===== src/rtl/reg_writeback_pkg.sv =====
// rtl/reg_writeback_pkg.sv - shared register-file constants and helpers for write-back
package reg_writeback_pkg;

  localparam int XLEN_DEF   = 32;
  localparam int REG_ADDR_W = 5;

  localparam logic [REG_ADDR_W-1:0] ZERO_REG = '0;

  typedef logic [REG_ADDR_W-1:0] reg_addr_t;

  // x0 is hard-wired, so a pending write to it can never be forwarded
  function automatic logic addr_match(input reg_addr_t rd, input reg_addr_t addr);
    return (addr != ZERO_REG) && (rd == addr);
  endfunction

endpackage


===== src/rtl/reg_writeback_wb_fifo.sv =====
// rtl/reg_writeback_wb_fifo.sv - in-order result FIFO exposing every entry by age
module wb_fifo #(
  parameter int WIDTH = 37,
  parameter int DEPTH = 2,
  localparam int AW   = $clog2(DEPTH)
) (
  input  logic             clk,
  input  logic             reset,
  input  logic             push,
  input  logic [WIDTH-1:0] wdata,
  input  logic             pop,
  output logic [WIDTH-1:0] rdata,
  output logic             full,
  output logic             empty,
  output logic [AW:0]      count,
  output logic [WIDTH-1:0] age_data [DEPTH],
  output logic [DEPTH-1:0] age_valid
);

  logic [WIDTH-1:0] mem [DEPTH];
  logic [AW:0]      wr_ptr;
  logic [AW:0]      rd_ptr;

  // Pointers carry one extra wrap bit so full and empty are distinguishable
  always_ff @(posedge clk or negedge reset) begin
    if (!reset) begin
      wr_ptr <= '0;
      rd_ptr <= '0;
    end else begin
      if (push) wr_ptr <= wr_ptr + 1'b1;
      if (pop)  rd_ptr <= rd_ptr + 1'b1;
    end
  end

  // Storage needs no reset: entries are only observed through the valid bits
  always_ff @(posedge clk) begin
    if (push) mem[wr_ptr[AW-1:0]] <= wdata;
  end

  assign count = wr_ptr - rd_ptr;
  assign empty = (wr_ptr == rd_ptr);
  assign full  = (wr_ptr[AW] != rd_ptr[AW]) && (wr_ptr[AW-1:0] == rd_ptr[AW-1:0]);
  assign rdata = mem[rd_ptr[AW-1:0]];

  // Rotate storage into age order: index 0 is the oldest (head) entry
  always_comb begin
    for (int i = 0; i < DEPTH; i++) begin
      age_data[i]  = mem[rd_ptr[AW-1:0] + AW'(i)];
      age_valid[i] = ((AW+1)'(i) < count);
    end
  end

endmodule


===== src/rtl/reg_writeback.sv =====
// rtl/reg_writeback.sv - buffered register-file write initiator with read forwarding
module reg_writeback
  import reg_writeback_pkg::*;
#(
  parameter int XLEN  = XLEN_DEF,
  parameter int DEPTH = 2,
  localparam int PW   = $clog2(DEPTH + 2),
  localparam int AW   = $clog2(DEPTH),
  localparam int EW   = REG_ADDR_W + XLEN
) (
  input  logic                  clk,
  input  logic                  reset,
  input  logic                  wb_valid,
  output logic                  wb_ready,
  input  logic [REG_ADDR_W-1:0] wb_rd,
  input  logic [XLEN-1:0]       wb_data,
  input  logic                  hold,
  output logic [REG_ADDR_W-1:0] A3,
  output logic [XLEN-1:0]       WD3,
  output logic                  WE3,
  input  logic [REG_ADDR_W-1:0] fwd_a1,
  input  logic [REG_ADDR_W-1:0] fwd_a2,
  output logic                  fwd_hit1,
  output logic                  fwd_hit2,
  output logic [XLEN-1:0]       fwd_data1,
  output logic [XLEN-1:0]       fwd_data2,
  output logic [PW-1:0]         pending
);

  logic          push;
  logic          pop;
  logic          fifo_full;
  logic          fifo_empty;
  logic [AW:0]   fifo_count;
  logic [EW-1:0] head;
  logic [EW-1:0] entries [DEPTH];
  logic [DEPTH-1:0] entry_valid;
  logic          out_valid;

  // Writes to x0 are swallowed at the door so they never occupy a slot
  assign wb_ready = !fifo_full;
  assign push     = wb_valid && wb_ready && (wb_rd != ZERO_REG);
  assign pop      = !hold && !fifo_empty;

  wb_fifo #(
    .WIDTH (EW),
    .DEPTH (DEPTH)
  ) u_fifo (
    .clk       (clk),
    .reset     (reset),
    .push      (push),
    .wdata     ({wb_rd, wb_data}),
    .pop       (pop),
    .rdata     (head),
    .full      (fifo_full),
    .empty     (fifo_empty),
    .count     (fifo_count),
    .age_data  (entries),
    .age_valid (entry_valid)
  );

  // Output stage: freezes under hold, otherwise takes the FIFO head or goes idle
  always_ff @(posedge clk or negedge reset) begin
    if (!reset) begin
      out_valid <= 1'b0;
      A3        <= '0;
      WD3       <= '0;
    end else if (!hold) begin
      out_valid <= !fifo_empty;
      if (!fifo_empty) begin
        A3  <= head[EW-1:XLEN];
        WD3 <= head[XLEN-1:0];
      end
    end
  end

  assign WE3     = out_valid && !hold;
  assign pending = PW'(fifo_count) + PW'(out_valid);

  // Forwarding: output stage is oldest, later FIFO entries override earlier ones
  always_comb begin
    fwd_hit1  = 1'b0;
    fwd_data1 = '0;
    fwd_hit2  = 1'b0;
    fwd_data2 = '0;
    if (out_valid && addr_match(A3, fwd_a1)) begin
      fwd_hit1  = 1'b1;
      fwd_data1 = WD3;
    end
    if (out_valid && addr_match(A3, fwd_a2)) begin
      fwd_hit2  = 1'b1;
      fwd_data2 = WD3;
    end
    for (int i = 0; i < DEPTH; i++) begin
      if (entry_valid[i] && addr_match(entries[i][EW-1:XLEN], fwd_a1)) begin
        fwd_hit1  = 1'b1;
        fwd_data1 = entries[i][XLEN-1:0];
      end
      if (entry_valid[i] && addr_match(entries[i][EW-1:XLEN], fwd_a2)) begin
        fwd_hit2  = 1'b1;
        fwd_data2 = entries[i][XLEN-1:0];
      end
    end
  end

endmodule


===== config.mk =====
export PLATFORM = sky130hd
export DESIGN_NAME = reg_writeback
export DESIGN_NICKNAME = d
export VERILOG_FILES = /design/src/rtl/reg_writeback_pkg.sv /design/src/rtl/reg_writeback_wb_fifo.sv /design/src/rtl/reg_writeback.sv
export SDC_FILE = /design/constraint.sdc
export NUM_CORES = 1
export LEC_CHECK = 0
export ABC_AREA = 1
export CAP_MARGIN = 25
export CORE_MARGIN = 3
export CORE_UTILIZATION = 25
export CTS_BUF_LIST = sky130_fd_sc_hd__clkbuf_2 sky130_fd_sc_hd__clkbuf_4 sky130_fd_sc_hd__clkbuf_8
export DETAILED_ROUTE_END_ITERATION = 7
export GPL_ROUTABILITY_DRIVEN = 0
export PLACE_DENSITY_LB_ADDON = 0.2
export SYNTH_ARGS = -nofsm -noshare
export SYNTH_HDL_FRONTEND = slang
export SYNTH_HIERARCHICAL = 1
export SYNTH_SLANG_ARGS = --single-unit

===== constraint.sdc =====
create_clock -name clk -period 4.1 [get_ports clk]
set_input_delay 0.41 -clock clk [delete_from_list [all_inputs] [get_ports clk]]
set_output_delay 0.41 -clock clk [all_outputs]
set_load 0.01 [all_outputs]

# After elaboration in Yosys (flattened, before gate mapping)

Memory sizes are Yosys's and may differ from the RTL's.
Cells that the tools add are included.

Register bits after elaboration: 42
RAM bits: 74
Input port bits: 51
Output and inout bits: 107
Logic and storage cells: 62
Memories: 1

Memories:

| name       | depth | bits a word | rd ports | clocked after Yosys merged registers in | wr ports | RTL line                    | text |
|---|---|---|---|---|---|---|---|
| u_fifo.mem | 2     | 37          | 2        | 0                                       | 1        | reg_writeback_wb_fifo.sv:20 | `logic [WIDTH-1:0] mem [DEPTH];` |

$add $sub $neg: 5
Order comparisons: 2
Equal/unequal tests: 9
Mux-type cells: 14
Bitwise logic cells: 2
Reduce and logical (&&, ||, !) cells: 24

Operators by type and width:

| operator              | number |
|---|---|
| $mux W32              | 6 |
| $eq A5 B5 Y1          | 6 |
| $logic_and A1 B1 Y1   | 17 |
| $reduce_bool A5 Y1    | 3 |
| $mux W1               | 8 |
| $add A2 B1 Y2 const B | 2 |
| $lt A1 B2 Y1 const A  | 2 |
| $logic_not A1 Y1      | 3 |
| $add A2 B1 Y2         | 1 |
| $eq A2 B2 Y1          | 1 |
| $not A1 Y1            | 2 |
| $reduce_and A2 Y1     | 1 |
| $sub A2 B2 Y2         | 1 |
| $add A1 B1 Y1 const B | 1 |
| $eq A1 B1 Y1          | 1 |
| $ne A1 B1 Y1          | 1 |

# Logic depth before layout (Yosys ltp)

Depth after elaboration: 7
Mapped depth: 17
Depth with buffers taken out: 14

# By module

Netlist, hierarchy kept.

Modules (own cells, without submodules):

| module        | instances | cells each | area each (µm²) | sequential area each (µm²) |
|---|---|---|---|---|
| reg_writeback | 1         | 883        | 4745.8          | 950.9 |
| wb_fifo       | 1         | 343        | 3704.8          | 2322.2 |

# Least setup slack after synthesis

No wires, ideal clock.

Kind: register to register
Start point: reg u_fifo.wr_ptr[0]
End point: mem u_fifo.mem[0][0] (enable)
Setup time: 432 ps
Data arrival time: 2729 ps
Required time: 3668 ps
Setup slack: 939 ps
Stages on the path, launching flop included: 10
Path buffers: 0
Period minus slack after synthesis: 3161 ps
Cells stage by stage: dfrtp_1 inv_1 ha_1 inv_1 a21oi_1 inv_1 nand3_1 inv_1 inv_1 nor2_1

Word-level cells in the longest chain between the ends: 7

RTL lines:

| what                             | RTL line                    | text |
|---|---|---|
| start: declaration               | reg_writeback_wb_fifo.sv:21 | `logic [AW:0] wr_ptr;` |
| start signal: assignment         | reg_writeback_wb_fifo.sv:30 | `if (push) wr_ptr <= wr_ptr + 1'b1;` |
| $eq A1 B1 Y1                     | reg_writeback_wb_fifo.sv:42 | `assign full = (wr_ptr[AW] != rd_ptr[AW]) && (wr_ptr[AW-1:0] == rd_ptr[AW-1:0]);` |
| $logic_and A1 B1 Y1              | reg_writeback_wb_fifo.sv:42 |  |
| net fifo_full                    | reg_writeback.sv:32         | `logic fifo_full;` |
| $logic_not A1 Y1                 | reg_writeback.sv:41         | `assign wb_ready = !fifo_full;` |
| net wb_ready                     | reg_writeback.sv:14         | `output logic wb_ready,` |
| $logic_and A1 B1 Y1 (2 in a row) | reg_writeback.sv:42         | `assign push = wb_valid && wb_ready && (wb_rd != ZERO_REG);` |
| net push                         | reg_writeback.sv:30         | `logic push;` |
| $mux W1                          | reg_writeback_wb_fifo.sv:37 | `if (push) mem[wr_ptr[AW-1:0]] <= wdata;` |
| $mux W1 (not written as such)    | reg_writeback_wb_fifo.sv:37 |  |
| end: declaration                 | reg_writeback_wb_fifo.sv:20 |  |

The timed path passes the listed nets, and every way through them passes these cells.

# Worst setup path in the final report

Start point: reg u_fifo.rd_ptr[0]
End point: out fwd_data1[31]

Elaborated cells between the ends (all ways): 13
Those cells by class: add/sub (2); order compare (2); eq/ne (2); mux (2); reduce/logical (4); memory (1)

RTL lines:

| what                     | RTL line                    | text |
|---|---|---|
| start: declaration       | reg_writeback_wb_fifo.sv:22 | `logic [AW:0] rd_ptr;` |
| start signal: assignment | reg_writeback_wb_fifo.sv:31 | `if (pop) rd_ptr <= rd_ptr + 1'b1;` |
| $sub A2 B2 Y2            | reg_writeback_wb_fifo.sv:40 | `assign count = wr_ptr - rd_ptr;` |
| $lt A1 B2 Y1             | reg_writeback_wb_fifo.sv:49 | `age_valid[i] = ((AW+1)'(i) < count);` |
| net entry_valid[1]       | reg_writeback.sv:37         | `logic [DEPTH-1:0] entry_valid;` |
| $logic_and A1 B1 Y1      | reg_writeback.sv:95         | `if (entry_valid[i] && addr_match(entries[i][EW-1:XLEN], fwd_a1)) begin` |
| $mux W32                 | reg_writeback.sv:95         |  |
| end: declaration         | reg_writeback.sv:25         | `output logic [XLEN-1:0] fwd_data1,` |

The timed path passes the listed nets, and every way through them passes these cells.

==> results.sh <==
export IMPL_timing_critical_path_arrival_ns=3.38
export IMPL_grt_setup_unrepaired="no"
export IMPL_antenna_left=0
export IMPL_critical_path_start_end_classification="reg -> out"
export IMPL_grt_max_degree=63
export IMPL_drv_slew=0
export IMPL_cts_htree_levels=4
export IMPL_hold_class="in -> async"
export IMPL_internal_power_w=0.00401
export IMPL_final_core_util_pct=31.7
export IMPL_setup_worst_path_end_class="primary output"
export IMPL_maxCapViolations=0
export IMPL_route_vias_total=7940
export IMPL_dieHeight_um=190
export IMPL_globalRoute_totalOverflow=0
export IMPL_layout_filler_cells=3501
export IMPL_combPwrFrac_pct=55.7
export IMPL_buffer_ports_inserted=157
export IMPL_cts_root_buffer="sky130_fd_sc_hd__clkbuf_8"
export IMPL_initial_antenna_violation_count=1
export IMPL_pwr_density_cell_nw_per_um2=720
export IMPL_core_rowCount=66
export IMPL_drt_wirelength_per_cell_um=16.7
export IMPL_fmax_mhz=264
export IMPL_number_of_global_route_vias_before_repair=7877
export IMPL_drt_pre_antenna_iters=5
export IMPL_grt_total_usage_pct=16.7
export IMPL_power_leakage_nw=5.21
export IMPL_hold_worst_slack_ns=0.479
export IMPL_tightest_slew_ns=0.787
export IMPL_tritoncts_buffer_count=17
export IMPL_finalNetCount=1375
export IMPL_postSynthRegisterBits=116
export IMPL_syn_inst=1226
export IMPL_area_delta_synth_final_pct=23.8
export IMPL_clock_skew_ns=0.0110
export IMPL_finish_instance_area_um2=10500
export IMPL_tns_ns=0
export IMPL_crit_share_post_route_pct=92.5
export IMPL_ioPinCount=158
export IMPL_vias_per_cell=4.47
export IMPL_yosys_cell_types_count=31
export IMPL_critical_path_top_delay_family="buffers and inverters"
export IMPL_dieArea_um2=36000
export IMPL_slew_limit_headroom_pct=47.5
export IMPL_ys_warnings_count=6
export IMPL_antenna_cells_inserted=0
export IMPL_slowest_stage="sky130_fd_sc_hd__dfrtp_4"
export IMPL_outcome="completed"
export IMPL_drt_total_wl_um=29600
export IMPL_place_detailed_hpwl_um=19900
export IMPL_numClockSinks=116
export IMPL_global_route_wire_length_before_repair_um=46100
export IMPL_drc=0
export IMPL_worstPathCellList="ha_1, inv_1, nand3_1, nand2_1, inv_1, a21oi_1, nand2_1, nor2_1, nand2_4, inv_4, buf_4, nand2_1, nand2_1, clkdlybuf4s50_1"
export IMPL_critical_r2r_capture="u_fifo/mem[0][25]"
export IMPL_pwr_share_clk_pct=17.1
export IMPL_floorplan_die_width_um=190
export IMPL_synth_avg_cell_area_um2=6.89
export IMPL_mappedNetlistArea_um2=8450
export IMPL_critPathMaxStageDelay_ns=0.60
export IMPL_postSynthNetCount=1279
export IMPL_layout_commonest_cell="sky130_fd_sc_hd__nand2_1"
export IMPL_cp_start_kind="flip-flop"
export IMPL_rr_startpoint="u_fifo/rd_ptr[0]"
export IMPL_finalHoldViolations=0
export IMPL_setup_violations_final=0
export IMPL_min_period_ns=3.79
export IMPL_core_area_um2=32900
export IMPL_synth_seq_area_share_pct=38.7
export IMPL_dr_first_iter_drc_count=545
export IMPL_switching_power_share_of_the_total_pct=46.8
export IMPL_power_net_switching_w=0.00353
export IMPL_pwr_share_seq_pct=27.3
export IMPL_setup_reg_to_reg_worst_slack_ns=1.50
export IMPL_cp_max_fo=23
export IMPL_total_power_w=0.00753
export IMPL_cpMostUsedCell="sky130_fd_sc_hd__nand2_1"
export IMPL_placed_inst_area_um2=9960
export IMPL_layout_drive_gt1_share_pct=7.87
export IMPL_worst_ir_drop_vdd_uv=528
export IMPL_ff2ff_path_depth=9
export IMPL_insertion_delay_ns=0.46
export IMPL_critical_path_n_buffers_inverters=5
export IMPL_worstPathRequired_ns=3.69
export IMPL_max_clock_path_buffers=2
export IMPL_clkSlewWorstSetupHoldPaths_ns=0.08
export IMPL_initial_cell_density_of_the_core_pct=25.6
export IMPL_most_common_layout_cells="sky130_fd_sc_hd__nand2_1 (527), sky130_fd_sc_hd__clkdlybuf4s50_1 (156), sky130_fd_sc_hd__inv_1 (155)"
export IMPL_tritoncts="built"
## worst max path at each step
| stage | startpoint | endpoint | slack, ns | depth (start not counted) |
|---|---|---|---|---|
| after detailed placement | u_fifo/rd_ptr[0] | fwd_data1[26] | 0.54 | 12 |
| after CTS | u_fifo/rd_ptr[0] | fwd_data2[15] | 0.02 | 14 |
| after global routing | u_fifo/rd_ptr[0] | fwd_data1[6] | 0.05 | 15 |
| after global placement | u_fifo/rd_ptr[0] | fwd_data1[31] | 0.53 | 14 |
| after floorplan | u_fifo/wr_ptr[0] | u_fifo/mem[0][0] | 0.94 | 9 |
| final | u_fifo/rd_ptr[0] | fwd_data1[31] | 0.31 | 14 |
## what timing repair did
item | 4_1_cts | 5_1_grt
endpoints found under the setup margin | 0 | 65
hold buffers | 1 | 0
buffers inserted | 0 | 1
endpoints found under the hold margin | 18 | 0
resized for setup | 0 | 7
## cell usage after synthesis (all sizes together)
| cell type | n | area (um^2) |
|---|---|---|
| a21oi | 45 | 240 |
| inv | 170 | 638 |
| nor2 | 55 | 314 |
| clkinv | 2 | 7.51 |
| o211ai | 4 | 30.0 |
| o21ai | 40 | 200 |
| nand2 | 536 | 2050 |
| nand4 | 4 | 25.0 |
| edfxtp | 74 | 2220 |
| nand3 | 138 | 711 |
| xnor2 | 4 | 35.0 |
| dfrtp | 42 | 1050 |
| ha | 2 | 25.0 |
| xor2 | 5 | 43.8 |
| clkbuf | 11 | 45.1 |
| buf | 93 | 808 |
| nor3 | 1 | 5.00 |
## metal layers
layer | wire length [um] | GRT usage (%)
met5 | 17 | 0
met4 | 284 | 3.58
met3 | 1680 | 3.28
met2 | 13600 | 27.1
met1 | 14000 | 23.0
## registers in the layout, indices dropped and copies added (netlist names)
signal,count
u_fifo/mem,74
WD3,32
A3,5
u_fifo/rd_ptr,2
u_fifo/wr_ptr,2
out_valid,1
## area by class of cell
type / count / area (um^2) / share of cell area (%)
clock inverter: 13 / 206 / 1.97
sequential: 116 / 3280 / 31.3
timing repair buffer: 181 / 1810 / 17.3
inverter: 172 / 651 / 6.22
tap: 442 / 553 / 5.29
multi-input combinational: 834 / 3710 / 35.5
clock buffer: 19 / 255 / 2.44
## through the flow
stage	worst slack [ns]	std cells
finish	0.309	1777
global route	0.0494	1777
CTS	0.0198	1776
detailed placement	0.540	1743
global placement	0.528	1743
floorplan	0.939	1226
## cell families after synthesis
logic type	Yosys count	share of synthesized area (%)
buf+inv	276	17.7
flops	116	38.7
fa+ha+maj	2	0.296
simple gates	734	36.7
compound gates	89	5.57
xor+xnor	9	0.933
## power by group through the flow
stage                     Sequential [W]  Combinational [W]  Clock [W]
after floorplan                  0.00203            0.00288          0
after global placement           0.00210            0.00415          0
after detailed placement         0.00210            0.00418          0
after CTS                        0.00208            0.00420    0.00132
after global routing             0.00212            0.00467    0.00138
final                            0.00205            0.00419    0.00129
Note: power is estimated with default switching activity, not from simulation.
